<file path="config.mk">
export PLATFORM = sky130hd
export DESIGN_NAME = seq_alu
export DESIGN_NICKNAME = d
export VERILOG_FILES = /design/src/rtl/seq_alu_pkg.sv /design/src/rtl/seq_alu_comb.sv /design/src/rtl/seq_alu.sv
export SDC_FILE = /design/constraint.sdc
export NUM_CORES = 1
export LEC_CHECK = 0
export BUFFER_PORTS_ARGS = -buffer_cell sky130_fd_sc_hd__buf_2
export CAP_MARGIN = 40
export CORE_UTILIZATION = 40
export DETAILED_ROUTE_END_ITERATION = 6
export PLACE_DENSITY_LB_ADDON = 0.25
export RECOVER_POWER = 100
export SLEW_MARGIN = 5
export SYNTH_ARGS = -nofsm -noshare
export SYNTH_HDL_FRONTEND = slang
export SYNTH_SLANG_ARGS = --single-unit
</file>
<file path="constraint.sdc">
create_clock -name clk -period 5.68 [get_ports clk]
set_input_delay 0.568 -clock clk [delete_from_list [all_inputs] [get_ports clk]]
set_output_delay 0.568 -clock clk [all_outputs]
set_load 0.005 [all_outputs]
</file>
<file path="src/rtl/seq_alu_pkg.sv">
`default_nettype none
// ============================================================================
//  Module      : seq_alu_pkg
//  Description : Shared definitions for the sequential ALU.
//                - Op-code constants OP_AND .. OP_DIV
//                - FSM state encoding ST_IDLE / ST_ITER
//                - iter_cnt_w(): width of the iteration counter
//  Revision    : 1.0  initial release
// ============================================================================
package seq_alu_pkg;

  localparam logic [2:0] OP_AND = 3'b000;
  localparam logic [2:0] OP_OR  = 3'b001;
  localparam logic [2:0] OP_ADD = 3'b010;
  localparam logic [2:0] OP_SUB = 3'b011;
  localparam logic [2:0] OP_SLT = 3'b100;
  localparam logic [2:0] OP_SLL = 3'b101;
  localparam logic [2:0] OP_MUL = 3'b110;
  localparam logic [2:0] OP_DIV = 3'b111;

  localparam logic [0:0] ST_IDLE = 1'b0;
  localparam logic [0:0] ST_ITER = 1'b1;

  // The counter runs 0 .. width-1, so clog2(width) bits are enough.
  function automatic int iter_cnt_w(input int width);
    return (width > 2) ? $clog2(width) : 1;
  endfunction

endpackage
`default_nettype wire

</file>
<file path="src/rtl/seq_alu_comb.sv">
`default_nettype none
// ============================================================================
//  Module      : seq_alu_comb
//  Description : Purely combinational single-cycle datapath of the ALU
//                (AND, OR, ADD, SUB, SLT, SLL) with carry/overflow/zero.
//                MUL/DIV codes yield r = 0 here; they are handled by the
//                iterative engine in seq_alu.
//  Ports       : op     - operation code
//                a, b   - operands
//                r      - result
//                c_out  - carry (ADD) / no-borrow (SUB), else 0
//                ovfl   - signed overflow (ADD/SUB), else 0
//                zero   - r == 0
//  Revision    : 1.0  initial release
// ============================================================================
module seq_alu_comb
  import seq_alu_pkg::*;
#(
  parameter int WIDTH   = 16,
  parameter int SHAMT_W = $clog2(WIDTH)
) (
  input  logic [2:0]       op,
  input  logic [WIDTH-1:0] a,
  input  logic [WIDTH-1:0] b,
  output logic [WIDTH-1:0] r,
  output logic             c_out,
  output logic             ovfl,
  output logic             zero
);

  logic [WIDTH:0] sum;
  logic [WIDTH:0] diff;

  always_comb begin
    sum   = {1'b0, a} + {1'b0, b};
    // a - b as a + ~b + 1: the carry out is the no-borrow indication.
    diff  = {1'b0, a} + {1'b0, ~b} + {{WIDTH{1'b0}}, 1'b1};
    r     = '0;
    c_out = 1'b0;
    ovfl  = 1'b0;
    case (op)
      OP_AND: r = a & b;
      OP_OR:  r = a | b;
      OP_ADD: begin
        r     = sum[WIDTH-1:0];
        c_out = sum[WIDTH];
        ovfl  = (a[WIDTH-1] == b[WIDTH-1]) && (r[WIDTH-1] != a[WIDTH-1]);
      end
      OP_SUB: begin
        r     = diff[WIDTH-1:0];
        c_out = diff[WIDTH];
        ovfl  = (a[WIDTH-1] != b[WIDTH-1]) && (r[WIDTH-1] != a[WIDTH-1]);
      end
      OP_SLT: r = {{(WIDTH-1){1'b0}}, ($signed(a) < $signed(b))};
      OP_SLL: r = a << b[SHAMT_W-1:0];
      default: r = '0;
    endcase
    zero = (r == '0);
  end

endmodule
`default_nettype wire

</file>
<file path="src/rtl/seq_alu.sv">
`default_nettype none
// ============================================================================
//  Module      : seq_alu
//  Description : Registered ALU. Single-cycle ops complete one cycle after
//                start; MUL (and DIV when SEQ_ALU_DIV_EN is defined) iterate
//                one bit per cycle for WIDTH cycles. Without SEQ_ALU_DIV_EN
//                op 111 is illegal and no divider logic exists.
//  Ports       : clk, reset (sync, active high)
//                start, op, A, B   - request and operands
//                busy              - iterative op in progress
//                done              - one-cycle result-valid pulse
//                R, R_hi           - result / high half or remainder
//                c_out, ovfl, zero, err - flags, valid with done
//  Revision    : 1.0  initial release
// ============================================================================
module seq_alu
  import seq_alu_pkg::*;
#(
  parameter int WIDTH   = 16,
  parameter int SHAMT_W = $clog2(WIDTH)
) (
  input  logic             clk,
  input  logic             reset,
  input  logic             start,
  input  logic [2:0]       op,
  input  logic [WIDTH-1:0] A,
  input  logic [WIDTH-1:0] B,
  output logic             busy,
  output logic             done,
  output logic [WIDTH-1:0] R,
  output logic [WIDTH-1:0] R_hi,
  output logic             c_out,
  output logic             ovfl,
  output logic             zero,
  output logic             err
);

  localparam int               CNT_W    = iter_cnt_w(WIDTH);
  localparam logic [CNT_W-1:0] CNT_LAST = CNT_W'(WIDTH - 1);

  logic [0:0]       state_q, state_d;
  logic [CNT_W-1:0] cnt_q, cnt_d;
  logic [WIDTH-1:0] acc_q, acc_d;     // MUL high half / DIV remainder
  logic [WIDTH-1:0] lo_q, lo_d;       // MUL multiplier->low half / DIV dividend->quotient
  logic [WIDTH-1:0] opd_q, opd_d;     // MUL multiplicand / DIV divisor
  logic [WIDTH-1:0] res_q, res_d;
  logic [WIDTH-1:0] res_hi_q, res_hi_d;
  logic             c_out_q, c_out_d;
  logic             ovfl_q, ovfl_d;
  logic             zero_q, zero_d;
  logic             err_q, err_d;
  logic             done_q, done_d;

  logic [WIDTH-1:0] comb_r;
  logic             comb_c_out;
  logic             comb_ovfl;
  logic             comb_zero;

  seq_alu_comb #(
    .WIDTH   (WIDTH),
    .SHAMT_W (SHAMT_W)
  ) u_comb (
    .op    (op),
    .a     (A),
    .b     (B),
    .r     (comb_r),
    .c_out (comb_c_out),
    .ovfl  (comb_ovfl),
    .zero  (comb_zero)
  );

  // Shift-add step: add multiplicand into the high half when the current
  // multiplier LSB is set, then shift the whole {carry,acc,lo} right by one.
  logic [WIDTH:0]   mul_sum;
  logic [WIDTH-1:0] mul_acc_nx;
  logic [WIDTH-1:0] mul_lo_nx;

  always_comb begin
    mul_sum    = {1'b0, acc_q} + (lo_q[0] ? {1'b0, opd_q} : {(WIDTH+1){1'b0}});
    mul_acc_nx = mul_sum[WIDTH:1];
    mul_lo_nx  = {mul_sum[0], lo_q[WIDTH-1:1]};
  end

  logic iter_div;   // the op starting now is a divide
  logic illegal;    // the op starting now is op 111 with no divider

`ifdef SEQ_ALU_DIV_EN
  // Restoring divide step: shift next dividend bit into the remainder and
  // subtract the divisor. A non-negative trial keeps the difference and
  // shifts a 1 into the quotient. Since the remainder stays below the
  // divisor, bit WIDTH of the trial is a reliable sign bit; with a zero
  // divisor every trial succeeds, giving all-ones quotient and remainder A.
  logic             is_div_q, is_div_d;
  logic [WIDTH:0]   div_trial;
  logic [WIDTH-1:0] div_rem_nx;
  logic [WIDTH-1:0] div_quo_nx;

  always_comb begin
    div_trial = {acc_q, lo_q[WIDTH-1]} - {1'b0, opd_q};
    if (!div_trial[WIDTH]) begin
      div_rem_nx = div_trial[WIDTH-1:0];
      div_quo_nx = {lo_q[WIDTH-2:0], 1'b1};
    end else begin
      div_rem_nx = {acc_q[WIDTH-2:0], lo_q[WIDTH-1]};
      div_quo_nx = {lo_q[WIDTH-2:0], 1'b0};
    end
    iter_div = (op == OP_DIV);
    illegal  = 1'b0;
  end
`else
  always_comb begin
    iter_div = 1'b0;
    illegal  = (op == OP_DIV);
  end
`endif

  always_comb begin
    state_d  = state_q;
    cnt_d    = cnt_q;
    acc_d    = acc_q;
    lo_d     = lo_q;
    opd_d    = opd_q;
    res_d    = res_q;
    res_hi_d = res_hi_q;
    c_out_d  = c_out_q;
    ovfl_d   = ovfl_q;
    zero_d   = zero_q;
    err_d    = err_q;
    done_d   = 1'b0;
`ifdef SEQ_ALU_DIV_EN
    is_div_d = is_div_q;
`endif
    case (state_q)
      ST_IDLE: begin
        if (start) begin
          if ((op == OP_MUL) || iter_div) begin
            state_d = ST_ITER;
            cnt_d   = '0;
            acc_d   = '0;
            lo_d    = iter_div ? A : B;
            opd_d   = iter_div ? B : A;
`ifdef SEQ_ALU_DIV_EN
            is_div_d = iter_div;
`endif
          end else begin
            res_d    = comb_r;
            res_hi_d = '0;
            c_out_d  = comb_c_out;
            ovfl_d   = comb_ovfl;
            zero_d   = comb_zero & ~illegal;
            err_d    = illegal;
            done_d   = 1'b1;
          end
        end
      end
      ST_ITER: begin
        cnt_d = cnt_q + CNT_W'(1);
`ifdef SEQ_ALU_DIV_EN
        if (is_div_q) begin
          acc_d = div_rem_nx;
          lo_d  = div_quo_nx;
        end else begin
          acc_d = mul_acc_nx;
          lo_d  = mul_lo_nx;
        end
`else
        acc_d = mul_acc_nx;
        lo_d  = mul_lo_nx;
`endif
        if (cnt_q == CNT_LAST) begin
          state_d  = ST_IDLE;
          res_d    = lo_d;
          res_hi_d = acc_d;
          c_out_d  = 1'b0;
          ovfl_d   = 1'b0;
          done_d   = 1'b1;
`ifdef SEQ_ALU_DIV_EN
          zero_d = is_div_q ? (lo_d == '0) : ({acc_d, lo_d} == '0);
          err_d  = is_div_q && (opd_q == '0);
`else
          zero_d = ({acc_d, lo_d} == '0);
          err_d  = 1'b0;
`endif
        end
      end
      default: state_d = ST_IDLE;
    endcase
  end

  always_ff @(posedge clk) begin
    if (reset) begin
      state_q  <= ST_IDLE;
      cnt_q    <= '0;
      acc_q    <= '0;
      lo_q     <= '0;
      opd_q    <= '0;
      res_q    <= '0;
      res_hi_q <= '0;
      c_out_q  <= 1'b0;
      ovfl_q   <= 1'b0;
      zero_q   <= 1'b0;
      err_q    <= 1'b0;
      done_q   <= 1'b0;
`ifdef SEQ_ALU_DIV_EN
      is_div_q <= 1'b0;
`endif
    end else begin
      state_q  <= state_d;
      cnt_q    <= cnt_d;
      acc_q    <= acc_d;
      lo_q     <= lo_d;
      opd_q    <= opd_d;
      res_q    <= res_d;
      res_hi_q <= res_hi_d;
      c_out_q  <= c_out_d;
      ovfl_q   <= ovfl_d;
      zero_q   <= zero_d;
      err_q    <= err_d;
      done_q   <= done_d;
`ifdef SEQ_ALU_DIV_EN
      is_div_q <= is_div_d;
`endif
    end
  end

  assign busy  = (state_q == ST_ITER);
  assign done  = done_q;
  assign R     = res_q;
  assign R_hi  = res_hi_q;
  assign c_out = c_out_q;
  assign ovfl  = ovfl_q;
  assign zero  = zero_q;
  assign err   = err_q;

endmodule
`default_nettype wire

</file>
Word level (Yosys, flattened, before mapping):

Index checks and enable logic that the tools add are counted.

* bits of input ports: 38
* register bits: 90
* output and inout port bits: 38
* logic and storage cells: 92

* shifts and indexed selects: 1
* multiplexer cells: 43
* bitwise operators: 6
* add/subtract/negate cells: 5
* reduce and logical (&&, ||, !) cells: 8
* $lt $le $gt $ge: 1
* eq/ne operators: 16

Operators by type and width (count)
* $mux W16: 11
* $pmux W16 S2: 4
* $pmux W16 S6: 1
* $add A16 B16 Y17: 3
* $logic_not A32 Y1: 1
* $add A17 B1 Y17 const B: 1
* $and A16 B16 Y16: 1
* $logic_not A16 Y1: 1
* $lt A16 B16 Y1: 1
* $mux W1: 16
* $not A16 Y16: 1
* $or A16 B16 Y16: 1
* $pmux W1 S2: 8
* $shl A16 B4 Y16: 1
* $eq A3 B3 Y1 const B: 4
* $mux W4: 2
* $pmux W4 S2: 1
* $eq A3 B2 Y1 const B: 2
* $ne A2 B2 Y1 const B: 3
* $reduce_and A3 Y1: 2
* $add A4 B1 Y4 const B: 1
* $eq A4 B4 Y1 const B: 1
* $eq A3 B1 Y1 const B: 1
* $logic_not A3 Y1: 1
* 7 further kinds: 11

Longest topological paths before layout:

Gate-level depths: netlist of the first run.

* depth in word-level cells: 9
* mapped depth: 15
* depth with buffers taken out: 13

By module:

A second synthesis of the first run with hierarchy kept.

* cell total of the unflattened synthesis: 962
* area total of the unflattened synthesis: 7514.7 µm²

By module, submodules not included
* seq_alu: cells an instance 518, seq. area each 1801.7 µm², area each 4357.9 µm², times used 1
* seq_alu_comb: cells an instance 444, seq. area each 0.0 µm², area each 3156.8 µm², times used 1

Worst setup path after synthesis of the first run:

No wires, ideal clock.

* path type: input-to-reg
* start point: input port B[2]
* end point: register zero_q, in the netlist zero
* arrival time: 3.633 ns
* required time: 5.593 ns
* stages: 15
* setup time: 0.087 ns
* path buffers: 3
* path slack: 1.960 ns
* cell sequence: clkbuf_1 > inv_1 > buf_1 > ha_1 > clkbuf_1 > nand2b_1 > o311ai_0 > a21o_1 > a31oi_1 > a211oi_1 > and4_1 > or3_1 > a2111oi_0 > a21oi_1 > o31ai_1

* cells in the longest elaborated chain, start to end: 9
* elaborated cells on any way between the ends: 14
* those cells by class: 3 x add/sub; 1 x order compare; 1 x shift; 4 x mux; 4 x bitwise; 1 x reduce/logical

Ends and longest elaborated chain
* start, declared: RTL line seq_alu.sv:27 `input logic [WIDTH-1:0] B,`
* $not A16 Y16: RTL line seq_alu_comb.sv:37 `diff = {1'b0, a} + {1'b0, ~b} + {{WIDTH{1'b0}}, 1'b1};`
* $add A16 B16 Y17: RTL line seq_alu_comb.sv:37
* $add A17 B1 Y17: RTL line seq_alu_comb.sv:37
* $pmux W16 S6 *: RTL line seq_alu_comb.sv:41 `case (op)`
* $logic_not A16 Y1 *: RTL line seq_alu_comb.sv:58 `zero = (r == '0);`
* $and A1 B1 Y1 *: RTL line seq_alu.sv:150 `zero_d = comb_zero & ~illegal;`
* $mux W1 *: RTL line seq_alu.sv:136 `if ((op == OP_MUL) || iter_div) begin`
* $mux W1 *: RTL line seq_alu.sv:135 `if (start) begin`
* $pmux W1 S2 *: RTL line seq_alu.sv:133 `case (state_q)`
* end signal, assigned: RTL line seq_alu.sv:217 `zero_q <= zero_d;`
* end, declared: RTL line seq_alu.sv:50 `logic zero_q, zero_d;`

Mark *: on every way between the ends. The rest lies on a longest branch, timed or not. The select of a mux whose other input is x is not followed.
A chain may end at the register's enable or synchronous reset.

Worst setup path in the final report of the first run:

* start point: register state_q, in the netlist busy
* end point: register zero_q, in the netlist zero

* cells in the longest elaborated chain, start to end: 3
* elaborated cells on any way between the ends: 6
* those cells by class: 3 x eq/ne; 1 x mux; 1 x bitwise; 1 x reduce/logical

Ends and longest elaborated chain
* start, declared: RTL line seq_alu.sv:41 `logic [0:0] state_q, state_d;`
* start signal, assigned: RTL line seq_alu.sv:208 `state_q <= state_d;`
* $not A1 Y1 (no line)
* $ne A2 B2 Y1 (no line)
* $reduce_and A3 Y1 (no line)

Parallel ways exist; a longest one is shown, timed or not.

==> results of run 1 <==
-- final cells by class --
class / instances / area, um^2 / share of cell area, %
clock inverter: 6 / 65.1 / 0.810
tap: 225 / 282 / 3.50
multi-input combinational: 735 / 5030 / 62.6
sequential: 90 / 1800 / 22.4
timing repair buffer: 86 / 409 / 5.09
clock buffer: 10 / 239 / 2.97
inverter: 55 / 206 / 2.57
-- registers in the layout (all words and copies together), names as in the netlist, 4 cells and up --
name and flops:
R 16, opd_q 16, lo_q 16, acc_q 16, cnt_q 4, R_hi 16
-- power by group through the flow --
stage | Sequential [mW] | Clock (mW) | Combinational, mW
floorplan | 0.667 | 0 | 0.268
global placement | 0.671 | 0 | 0.394
detailed placement | 0.671 | 0 | 0.396
CTS | 0.656 | 0.615 | 0.398
global route | 0.658 | 0.649 | 0.436
finish | 0.657 | 0.605 | 0.402
-- cell families (layout without fill, tap and decap cells) --
logic type                 Yosys count  in the layout  synth area share (%)
AOI/OAI and AO/OA                  279            279                  26.1
xor gates and xnor gates            23             23                  2.77
adders and majority gates           75             75                  13.2
buffers and inverters              116            157                  6.01
DFF                                 90             90                  24.8
muxes                               31             31                  5.76
and+or+nand+nor                    327            327                  21.4
-- stage by stage --
stage               utilization (%)  hold WS [ns]
floorplan                         -         0.432
global placement               44.4         0.441
detailed placement             44.5         0.444
CTS                            46.3         0.452
global route                   45.8         0.478
finish                         45.8         0.449
-- critical path: cells and delay by family (launching register included) --
kind                   cells  cell delay [ns]
AOI/OAI and AO/OA          4             0.63
buffers and inverters      2             2.05
and+or+nand+nor            6             1.37
DFF                        1             0.32
-- routing by layer --
metal / vias up / share of wire, % / GRT usage (%)
met5: - / 0 / 0
met4: 0 / 2.6 / 7.45
met3: 40 / 7.3 / 3.59
met2: 315 / 42 / 37.3
met1: 3408 / 48 / 37.8
li1: 3503 / - / -
-- worst min-delay path by stage --
stage	from	endpoint	slack, ns	depth (start not counted)
2_1_floorplan	opd_q[0]$_SDFFE_PP0P_	opd_q[0]$_SDFFE_PP0P_	0.43	2
3_3_place_gp	opd_q[13]$_SDFFE_PP0P_	opd_q[13]$_SDFFE_PP0P_	0.44	2
3_5_place_dp	opd_q[5]$_SDFFE_PP0P_	opd_q[5]$_SDFFE_PP0P_	0.44	2
4_1_cts	opd_q[5]$_SDFFE_PP0P_	opd_q[5]$_SDFFE_PP0P_	0.45	2
5_1_grt	acc_q[10]$_SDFFE_PP0P_	acc_q[10]$_SDFFE_PP0P_	0.48	2
6_report	opd_q[5]$_SDFFE_PP0P_	opd_q[5]$_SDFFE_PP0P_	0.45	2
-- placed cells by master, fill, tap and decap left out, drive strengths merged, types with 9 or more instances in the layout --
cell type,instances
nor2,97
ha,72
nor4,10
buf,58
and2,19
nor3,15
nand2,102
or4,10
nor2b,10
nand2b,9
a21oi,92
inv,55
a31oi,9
a21o,11
a22oi,32
o211ai,10
o21ai,31
a222oi,16
dfxtp,90
mux2i,16
nand3,28
clkbuf,38
xnor2,17
==> summary.md, run 1 <==
The flow ran to the end, but the final reports show violations. The final reports fail on capacitance limit, slew limit. The setup skew after layout was 0.00541 ns; the mean number of vias per cell was 6.02.

Across every metal layer, demand over resource in global routing totals 25.3%. The chip width works out to 137 um. Timing would allow up to 223 MHz.

The post-CTS resize count is 0. The routed wire length was 23300 um. In this run the worst setup path begins at busy$_SDFF_PP0_. Cell taking the most area after synthesis: dfxtp_1. In this run the remaining antenna-violating nets after routing total 0. The critical path endpoint category is a register. The leftover overflow at the end of global routing is 0, and the count of port buffers added during placement is 75. The path class of the tightest hold or removal check is register to register. Along the worst path, the maximum fanout reaches 33. Setup repair after global routing left no endpoint under its margin. Setup violations remaining at the end of the flow were counted as 0.

Including well taps, the total number of placed cells is 1191. The slew at the pin with the worst max-slew slack is 2.86 ns, and the switching share of total power is 31.4%. TritonCTS built the clock tree.

The share of the Yosys chip area taken by registers is 24.8%. The floorplan step defined a core boundary enclosing 17500 um^2. The initial antenna violation count came out at 0. For the count of unresolved DRC violations after routing, the log shows 0.

Dividing the detail-routed wire length by the instance count gives 19.3 um. The tools report the count of endpoints failing hold in the final timing report as 0. The startpoint identified for the worst register-to-register timing path is busy$_SDFF_PP0_. The combinational share of power is 24.1%.

The H-tree generated during clock tree synthesis spans 3 levels. The tools report the top-level I/O count as 76. Across the run, the number of max-cap violations was 2. For the post-place instance area, the log shows 7810 um^2.

The worst-case headroom to the max-slew limit is -90.3%, and the final critical-path required period is 4.49 ns. Once the clock tree was built, the setup fixing pass inserted 0 buffers. Buffers inserted during clock tree synthesis total 9. The most critical setup path has its endpoint at zero$_SDFFE_PP0P_.

Each instance of the synthesized netlist takes up on average 7.73 um^2. The first global-routing pass estimated 36300 um of wire. Number of pins exceeding their max-slew limit in the final report: 99.

The tools report the worst endpoint required time as 5.93 ns. The run gives 0 ns as the aggregate negative setup slack. Per report_power, the sequential group accounts for 39.5% of the total. The critical path goes through clkbuf_1, nand2_1, nor2_1, clkbuf_1, o31ai_1, nor3_1, o211ai_1, nor4_1, nand4_1, nor4_1, a21oi_1, o31ai_1. Setup slack on the critical path of the routed design comes to 1.19 ns.

The stage delay of the slowest cell on the critical path works out to 1.26 ns. After filler insertion, the fill cell instance count of the layout stands at 1783. The type of element launching the critical path was a register. The tools report the final weighted congestion in routability-driven placement as 0.919.

The largest individual stage delay along the critical path comes from the cell clkbuf_1. After technology mapping, the gate count stands at 941. Final clock period utilization by the worst path: 79.1%. At the worst endpoint, the arrival time is 4.74 ns. The maximum ir drop on the vdd rail came out at 0.153 mV. The largest net degree at the start of global routing is 65.

The number of warning messages in the yosys log was 0. The top flip-flop cell by instance count after synthesis was dfxtp_1. Proportion of layout cells with a drive suffix above 1: 10.5%.

Library cell with the highest instance count after synthesis: nand2_1. For the buffer levels on the longest clock path, the log shows 2. The number of flops mapped to enable cells by yosys is 0, and the synthesized cell area is 7270 um^2.

The die is 137 um tall. Once layout is done, the placed cells without fillers occupy 8040 um^2. After the flow finishes, the layout carries non-filler instances totaling 1207.

The number of nets in the synthesized netlist is 1054. Timing analysis after detailed placement gives a worst setup slack of 1.42 ns. The worst setup path is of the register to register kind. The number of hold buffers added after CTS was 0.

For this design the total switching power over the nets is 0.522 mW. In this run the critical register-to-register path is captured at zero$_SDFFE_PP0P_. The number of storage elements in the synthesis netlist is 90. The area growth from synthesis to layout was 10.5%; the proportion of power drawn by the clock network was 36.4%. Proportion of synthesized flip-flops having asynchronous set or reset: 0%. Sorting the synthesized cells by how often they occur yields nand2_1, nor2_1, a21oi_1, dfxtp_1, ha_1. The logs give 6520 for the number of global-route vias before repair and 767 for the DRC marker count from the first detailed-route iteration. Clock tree synthesis found a total of 90 sinks. After clock tree synthesis, the clock-pin slew on the worst setup and hold paths is 0.06 ns. For the flop-to-flop setup slack, the log shows 1.19 ns. The source-to-sink clock delay at the later pin of the worst-skew pair is 0.34 ns, and the initial core utilization is 41.5%. For the count of unique library cells instantiated by Yosys, the log shows 72. Total power for the finished layout comes to 1.66 mW.

HPWL after detailed placement: 17600 um. The antenna cell count is 0. The first detailed-routing pass ran for 5 iterations.

The tools report the layout net count as 1090. Number of core rows: 48. For the worst flop-to-flop path, the logic depth is 12.

In this run the power density over the cells is 207 nW/um^2. Area enclosed by the die boundary: 18700 um^2. The area share of the largest cell type after synthesis works out to 24.8%. The leakage power figure came out at 3.35 nW. The tools report the buffer type at the clock tree root as clkbuf_16.

The internal power is 1.14 mW. In the post-synthesis netlist, the biggest area contributors are dfxtp_1, ha_1, a21oi_1. For this block, the via count after detailed routing is 7266.
(Power assumes the default switching activity.)
==> run 2: changes to the inputs <==
==> constraint.sdc (replaced) <==
create_clock -name clk -period 4.2 [get_ports clk]
set_input_delay 0.42 -clock clk [delete_from_list [all_inputs] [get_ports clk]]
set_output_delay 0.42 -clock clk [all_outputs]
set_load 0.005 [all_outputs]
==> run 2 against run 1 <==
Hold slack lost 0.11 ns. The flow now finishes without violations. Sequential share of layout area shrank 0.22 points. Largest cell class unchanged. Count of clock-buffer cells in the layout shrank 1.
==> summary.md, run 2 (synthesis gave the netlist of run 1 again) <==
The most critical setup path has its startpoint at lo_q[0]$_SDFFE_PP0P_. The worst setup path is launched from a register. The tools report the worst-case headroom to the max-slew limit as 4.51%. The critical path is of the register to register type. Setup violations remaining at the end of the flow were counted as 0. The filler cell count in the final layout came out at 1811. In the layout the commonest cells are nand2_1, nor2_1, a21oi_1, dfxtp_1, ha_1. Measured along the x axis, the die boundary spans 137 um. The tightest min-delay check is of the primary input to register type. The critical path endpoint category was a register. Using the TritonRoute via totals, the vias-per-cell ratio works out to 6.05.

For the worst slack on hold paths, the log shows 0.339 ns. The final route contains 7358 vias. Of the total power, the share spent switching nets is 31.2%. The maximum fanout along the worst path is 17, and the DRC marker count from the first detailed-route iteration is 880. After global routing the overflow that remains totals 0. The top-level I/O count is 76.

TritonCTS built the clock tree. The clock slew at the register clock pins of the worst setup and hold paths was 0.07 ns; the sequential power share was 38.2%. Slew at the pin with the worst max-slew slack: 1.43 ns. For the worst setup path, the data required time is 4.46 ns. The tool flagged a number of max-cap violations equal to 0. Timing would allow up to 259 MHz. The number of pins exceeding their max-slew limit in the final report is 0, and the post-CTS resize count is 0. In this run, the combinational gates consume 23.7% of the power. The tools report the buffer type at the clock tree root as clkbuf_16. In the final layout, the share of cells above drive strength 1 is 10.7%. Source-to-sink clock delay at the later pin of the worst-skew pair: 0.35 ns. The worst register-to-register path begins at lo_q[0]$_SDFFE_PP0P_. Internal power comes to 1.60 mW. Of the total power, the clock network draws 38.1%.

The tools report the remaining antenna violation count as 0. The arrival time reported for the critical path endpoint came out at 4.12 ns. The core region is 17500 um^2.

The initial antenna violation count came out at 0. Summed over all failing endpoints, the final setup total negative slack is 0 ns. Buffers added to address setup during post-CTS repair amount to 0. The repair_antennas step left the layout with diodes totalling 0.

Count of endpoints failing hold in the final timing report: 0. The maximum ir drop on the vdd rail is 0.224 mV, and the final critical-path required period is 3.86 ns. The final critical path takes up 91.8% of the cycle. The final weighted congestion in routability-driven placement was 0.915; the die outline height was 137 um. The tools report the number of core rows as 48. After the last flow step, the layout net total stands at 1099.

The flow ran to the end, and the final reports show no timing, DRC or antenna violations. After detailed routing, the number of remaining DRC violations is 0. In this run the tool buffered the top-level ports with 75 buffer cells.

For the maximum level of the CTS H-tree, the log shows 3. Setup repair after global routing left no endpoint under its margin. The tools report the count of clock tree sinks as 90. Global routing consumed, over all layers together, 25.8% of the routing resources. Measured on the finished design, the core utilization comes to 46.3%.

The die covers 18700 um^2. Summing all multi-input logic gate instances after layout gives 5020 um^2. Power spread over the standard cell area amounts to 286 nW/um^2. The HPWL after detailed placement was 18000 um; the global-route wire length before repair was 37200 um. In this run the static leakage power is 3.39 nW. In this run the most critical hold path is launched from reset. For the flip-flop and latch area, the log shows 1800 um^2. The leading cell type in the layout, fill and taps excluded was nand2_1. Once the floorplan was initialized, standard cells occupied 41.5% of the core. For the largest net degree at the start of global routing, the log shows 54. In this run the power spent charging and discharging nets is 0.724 mW.

The run gives 23500 um as the routed wire length. The first TritonRoute pass finished after 6 iterations. Counting the buffers created by CTS gives 9. The clock passes through at most 2 buffers. The number of global-route vias before repair is 6655, and the area growth from synthesis to layout is 11.7%. Hold repair after CTS inserted 0 buffers. For the setup skew after layout, the log shows 0.0107 ns. In the final routed layout, each cell accounts on average for 19.3 um.
-- run 2: cell types whose count changed in the layout (fill, tap and decap cells not counted), moves of 3 or more --
cell / previous run / this run
clkbuf_1: 28 / 33
and2_1: 19 / 16
buf_4: 6 / 12
buf_2: 51 / 48
and2_0: 0 / 3
-- run 2: final cells by class --
type	instances	area share [%]
clock inverters	7	1.22
repair buffers	95	5.90
multi-input cells	735	61.9
clock buffers	9	2.77
inverters	55	2.54
well taps	225	3.47
flip-flops and latches	90	22.2
-- run 2: per-layer routing --
layer	track usage [%]	wire (um)	vias to the layer above
li1	-	-	3525
met1	37.9	11200	3488
met2	38.9	10100	314
met3	4.11	1800	31
met4	6.47	416	0
met5	0	0	-
-- run 2: power by group through the flow --
stage	combinational [mW]	sequential [mW]	clock (mW)
6_report	0.552	0.888	0.884
5_1_grt	0.603	0.889	0.937
4_1_cts	0.551	0.887	0.895
3_5_place_dp	0.549	0.906	0
3_3_place_gp	0.541	0.906	0
2_1_floorplan	0.363	0.902	0
-- run 2: worst max-delay path: stages (launching register included) --
cell     delay, ns
dfxtp_1       0.44
and2_0        0.24
ha_1          0.21
fa_1          0.42
a21o_1        0.18
a21oi_1       0.17
xnor2_1       0.14
or4_1         0.52
or4_1         0.39
or4_1         0.42
or4_1         0.46
o31ai_1       0.20
-- run 2: path summary, 6_finish.rpt --
path	endpoint	slack (ns)	cells past startpoint
worst max-delay path	zero$_SDFFE_PP0P_	0.34	11
worst min-delay path	done$_SDFF_PP0_	0.34	2
worst min register to register	opd_q[10]$_SDFFE_PP0P_	0.45	2
worst max register to register	zero$_SDFFE_PP0P_	0.34	11
-- run 2: metrics by stage --
stage	std cells	total power [mW]	area [um^2]	setup WS, ns
after floorplan	941	1.26	7270	0.628
after global placement	1198	1.45	7860	0.500
after detailed placement	1200	1.45	7900	0.321
after CTS	1216	2.33	8230	0.311
after global routing	1216	2.43	8120	0.0708
final	1216	2.32	8120	0.345
==> run 3: changes to the inputs <==
--- a/config.mk
+++ b/config.mk
@@ -10,7 +10,6 @@
 export CORE_UTILIZATION = 40
 export DETAILED_ROUTE_END_ITERATION = 6
 export PLACE_DENSITY_LB_ADDON = 0.25
-export RECOVER_POWER = 100
 export SLEW_MARGIN = 5
 export SYNTH_ARGS = -nofsm -noshare
 export SYNTH_HDL_FRONTEND = slang
==> run 3 against run 2 <==
Critical path depth is the same. Clock power is essentially flat. First-iteration DRC count shrank 8.3%. Flip-flop and latch count is the same. Clock skew is essentially flat. Sequential power is essentially flat. Hold slack lost 0.0066 ns. Largest cell class unchanged. Largest power group unchanged. Highest routed layer unchanged.
==> summary.md, run 3 (synthesis gave the netlist of run 1 again) <==
Number of buffer and inverter stages on the critical path: 0. At the worst endpoint, the required time is 4.46 ns. The core region is 17500 um^2. Critical path's most frequent cell: or4_1. The logs give 37.9% for the proportion of power drawn by the clock network and 23500 um for the routed wire length. Entering global routing, the biggest net connects 54 pins.

Sequential cells burn 38.0% of the power. The number of cells traversed by the worst register-to-register path is 11, and the number of max-capacitance violations reported is 0. In this run the critical register-to-register path is captured at zero$_SDFFE_PP0P_. Port buffering added 75 buffers. The worst-case headroom to the max-slew limit was 46.4%.

After detailed routing, the number of vias per cell comes to 6.06. The clock tree synthesis step divided the H-tree into 3 levels. Among cell families on the critical path, the largest total delay comes from simple AND/OR/NAND/NOR gates. The die is 137 um wide. For the finished layout, the period the worst path requires is 3.86 ns.

Count of clock tree sinks: 90. The multi-input combinational cells in the finished layout cover a total of 5050 um^2. The die outline height is 137 um. Traced cell by cell, the critical path runs through and2_1, ha_1, fa_1, a21o_1, a21oi_1, xnor2_1, or4_1, or4_1, or4_1, or4_1, o31ai_1. Power spread over the standard cell area amounts to 284 nW/um^2. For this design the top-level I/O count stands at 76. The count of endpoints failing hold in the final timing report was 0.

Across the VDD grid, the largest voltage drop is 0.225 mV. After the first detailed-routing iteration, the DRC count stood at 807. OpenSTA, run right after detailed placement, puts the worst setup slack at 0.321 ns. TritonCTS built the clock tree.

Beginning of the worst hold path: reset. After detailed routing, the number of remaining DRC violations is 0. No sink is reached through more buffers than the 2 on the longest clock path. The flow ran to the end, and the final reports show no timing, DRC or antenna violations.

The initial antenna violation count came out at 0. In this run the critical register-to-register path is launched from lo_q[0]$_SDFFE_PP0P_. On the critical path, the stage with the largest delay is an instance of or4_1. The HPWL after detailed placement is 18000 um.

The die covers 18700 um^2. The most critical setup path has its endpoint at zero$_SDFFE_PP0P_. Setup repair after global routing left no endpoint under its margin.

The count of final setup violators is 0, and the source-to-sink clock delay at the later pin of the worst-skew pair is 0.35 ns. Clock tree synthesis selected as its root buffer the cell clkbuf_16. Clock-pin slew was measured on the worst setup and hold paths at 0.07 ns.

Relative to the synthesized area, the layout overhead comes to 13.1%. In this run, post-CTS repair resized a total of 0 instances. The worst path meets setup with 0.342 ns of slack. In this run the cell area measured after placement is 7900 um^2. For this design the total switching power over the nets is 0.728 mW. The final layout contains 1099 nets. The tools report the aggregate negative setup slack as 0 ns. The critical path depth in cells is 11. Critical path endpoint category: a register.

In this run the worst path has a maximum fanout of 17. Cells with a size suffix above 1 make up 14.5% of the layout. Once detail routing completed, the nets flagged for antenna violations numbered 0. The internal power is 1.61 mW. The run gives 9 as the number of buffers created by CTS.

The post-route cell area was 8230 um^2. Leaving out fill and tap cells, the most frequent cell in the layout is nand2_1. Switching share of total power: 31.2%. The setup skew after layout was 0.0105 ns. The logs give 0 for the leftover overflow at the end of global routing and 0 for the post-CTS setup buffer count. Of the available clock period, the critical path in the final layout requires 91.9%.

For the highest clock rate, the log shows 259 MHz. Final routed wire length divided by cell count: 19.4 um. The floorplan has 48 rows. The worst setup path is of the register to register kind. The tools report the flip-flop and latch area as 1800 um^2. Along the worst hold path, the cell count comes to 2. Slew at the pin with the worst max-slew slack: 0.801 ns. The initial core utilization is 41.5%.

The worst min-delay path class was primary input to register. The worst setup path is launched from a register. The combinational share of power was 24.1%. The tools report the arrival time reported for the critical path endpoint as 4.12 ns. In this run the static leakage power is 3.54 nW. The top cell types in the final layout, fill and taps aside, are nand2_1, nor2_1, dfxtp_1, a21oi_1, buf_2. For the final weighted congestion in routability-driven placement, the log shows 0.915. The run gives 6655 as the number of global-route vias before repair. The pre-antenna-repair detailed-routing pass consisted of 7 iterations. The detailed router placed 7366 vias in this run. Stage delay of the slowest cell on the critical path: 0.52 ns. The overall fraction of global-route tracks in use was 25.8%; the flop-to-flop setup slack was 0.34 ns.

The number of pins exceeding their max-slew limit in the final report is 0, and the count of hold-fix buffers inserted at cts is 0. The first global-routing pass estimated 37200 um of wire. The number of antenna diodes in the final layout is 0. The filler cell count in the final layout came out at 1776. The tools report the source of the critical timing path as lo_q[0]$_SDFFE_PP0P_.
[run 3: power groups by stage]
stage / Combinational [mW] / Clock (mW) / Sequential (mW)
after floorplan: 0.363 / 0 / 0.902
after global placement: 0.541 / 0 / 0.906
after detailed placement: 0.549 / 0 / 0.906
after CTS: 0.551 / 0.895 / 0.887
after global routing: 0.612 / 0.937 / 0.889
final: 0.562 / 0.884 / 0.887
[run 3: stage by stage]
step           hold slack, ns  utilization, %  total power, mW  std cells
2_1_floorplan           0.432               -             1.26        941
3_3_place_gp            0.440            44.8             1.45       1198
3_5_place_dp            0.444            45.1             1.45       1200
4_1_cts                 0.331            46.9             2.33       1216
5_1_grt                 0.315            46.9             2.44       1216
6_report                0.332            46.9             2.33       1216
[run 3: how the worst min path moves through the flow]
stage / end / slack (ns)
2_1_floorplan: opd_q[0]$_SDFFE_PP0P_ / 0.43
3_3_place_gp: opd_q[9]$_SDFFE_PP0P_ / 0.44
3_5_place_dp: opd_q[0]$_SDFFE_PP0P_ / 0.44
4_1_cts: done$_SDFF_PP0_ / 0.33
5_1_grt: done$_SDFF_PP0_ / 0.31
6_report: done$_SDFF_PP0_ / 0.33
[run 3: layout make-up]
type	instances	share of cell area, %
clock inverter	7	1.20
multi-input combinational	735	61.4
tap	225	3.42
inverter	55	2.51
sequential	90	21.9
clock buffer	9	2.74
timing repair buffer	95	6.78
[run 3: worst register-to-register path: stages (launching register included)]
cell	delay [ns]
dfxtp_1	0.44
and2_1	0.24
ha_1	0.20
fa_1	0.42
a21o_1	0.18
a21oi_1	0.17
xnor2_1	0.14
or4_1	0.52
or4_1	0.39
or4_1	0.42
or4_1	0.46
o31ai_1	0.20
[run 3: layer usage]
metal	share of wire, %	track usage, %	vias up
li1	-	-	3520
met1	47	37.9	3485
met2	43	38.9	325
met3	8.0	4.11	36
met4	1.7	6.47	0
met5	0	0	-
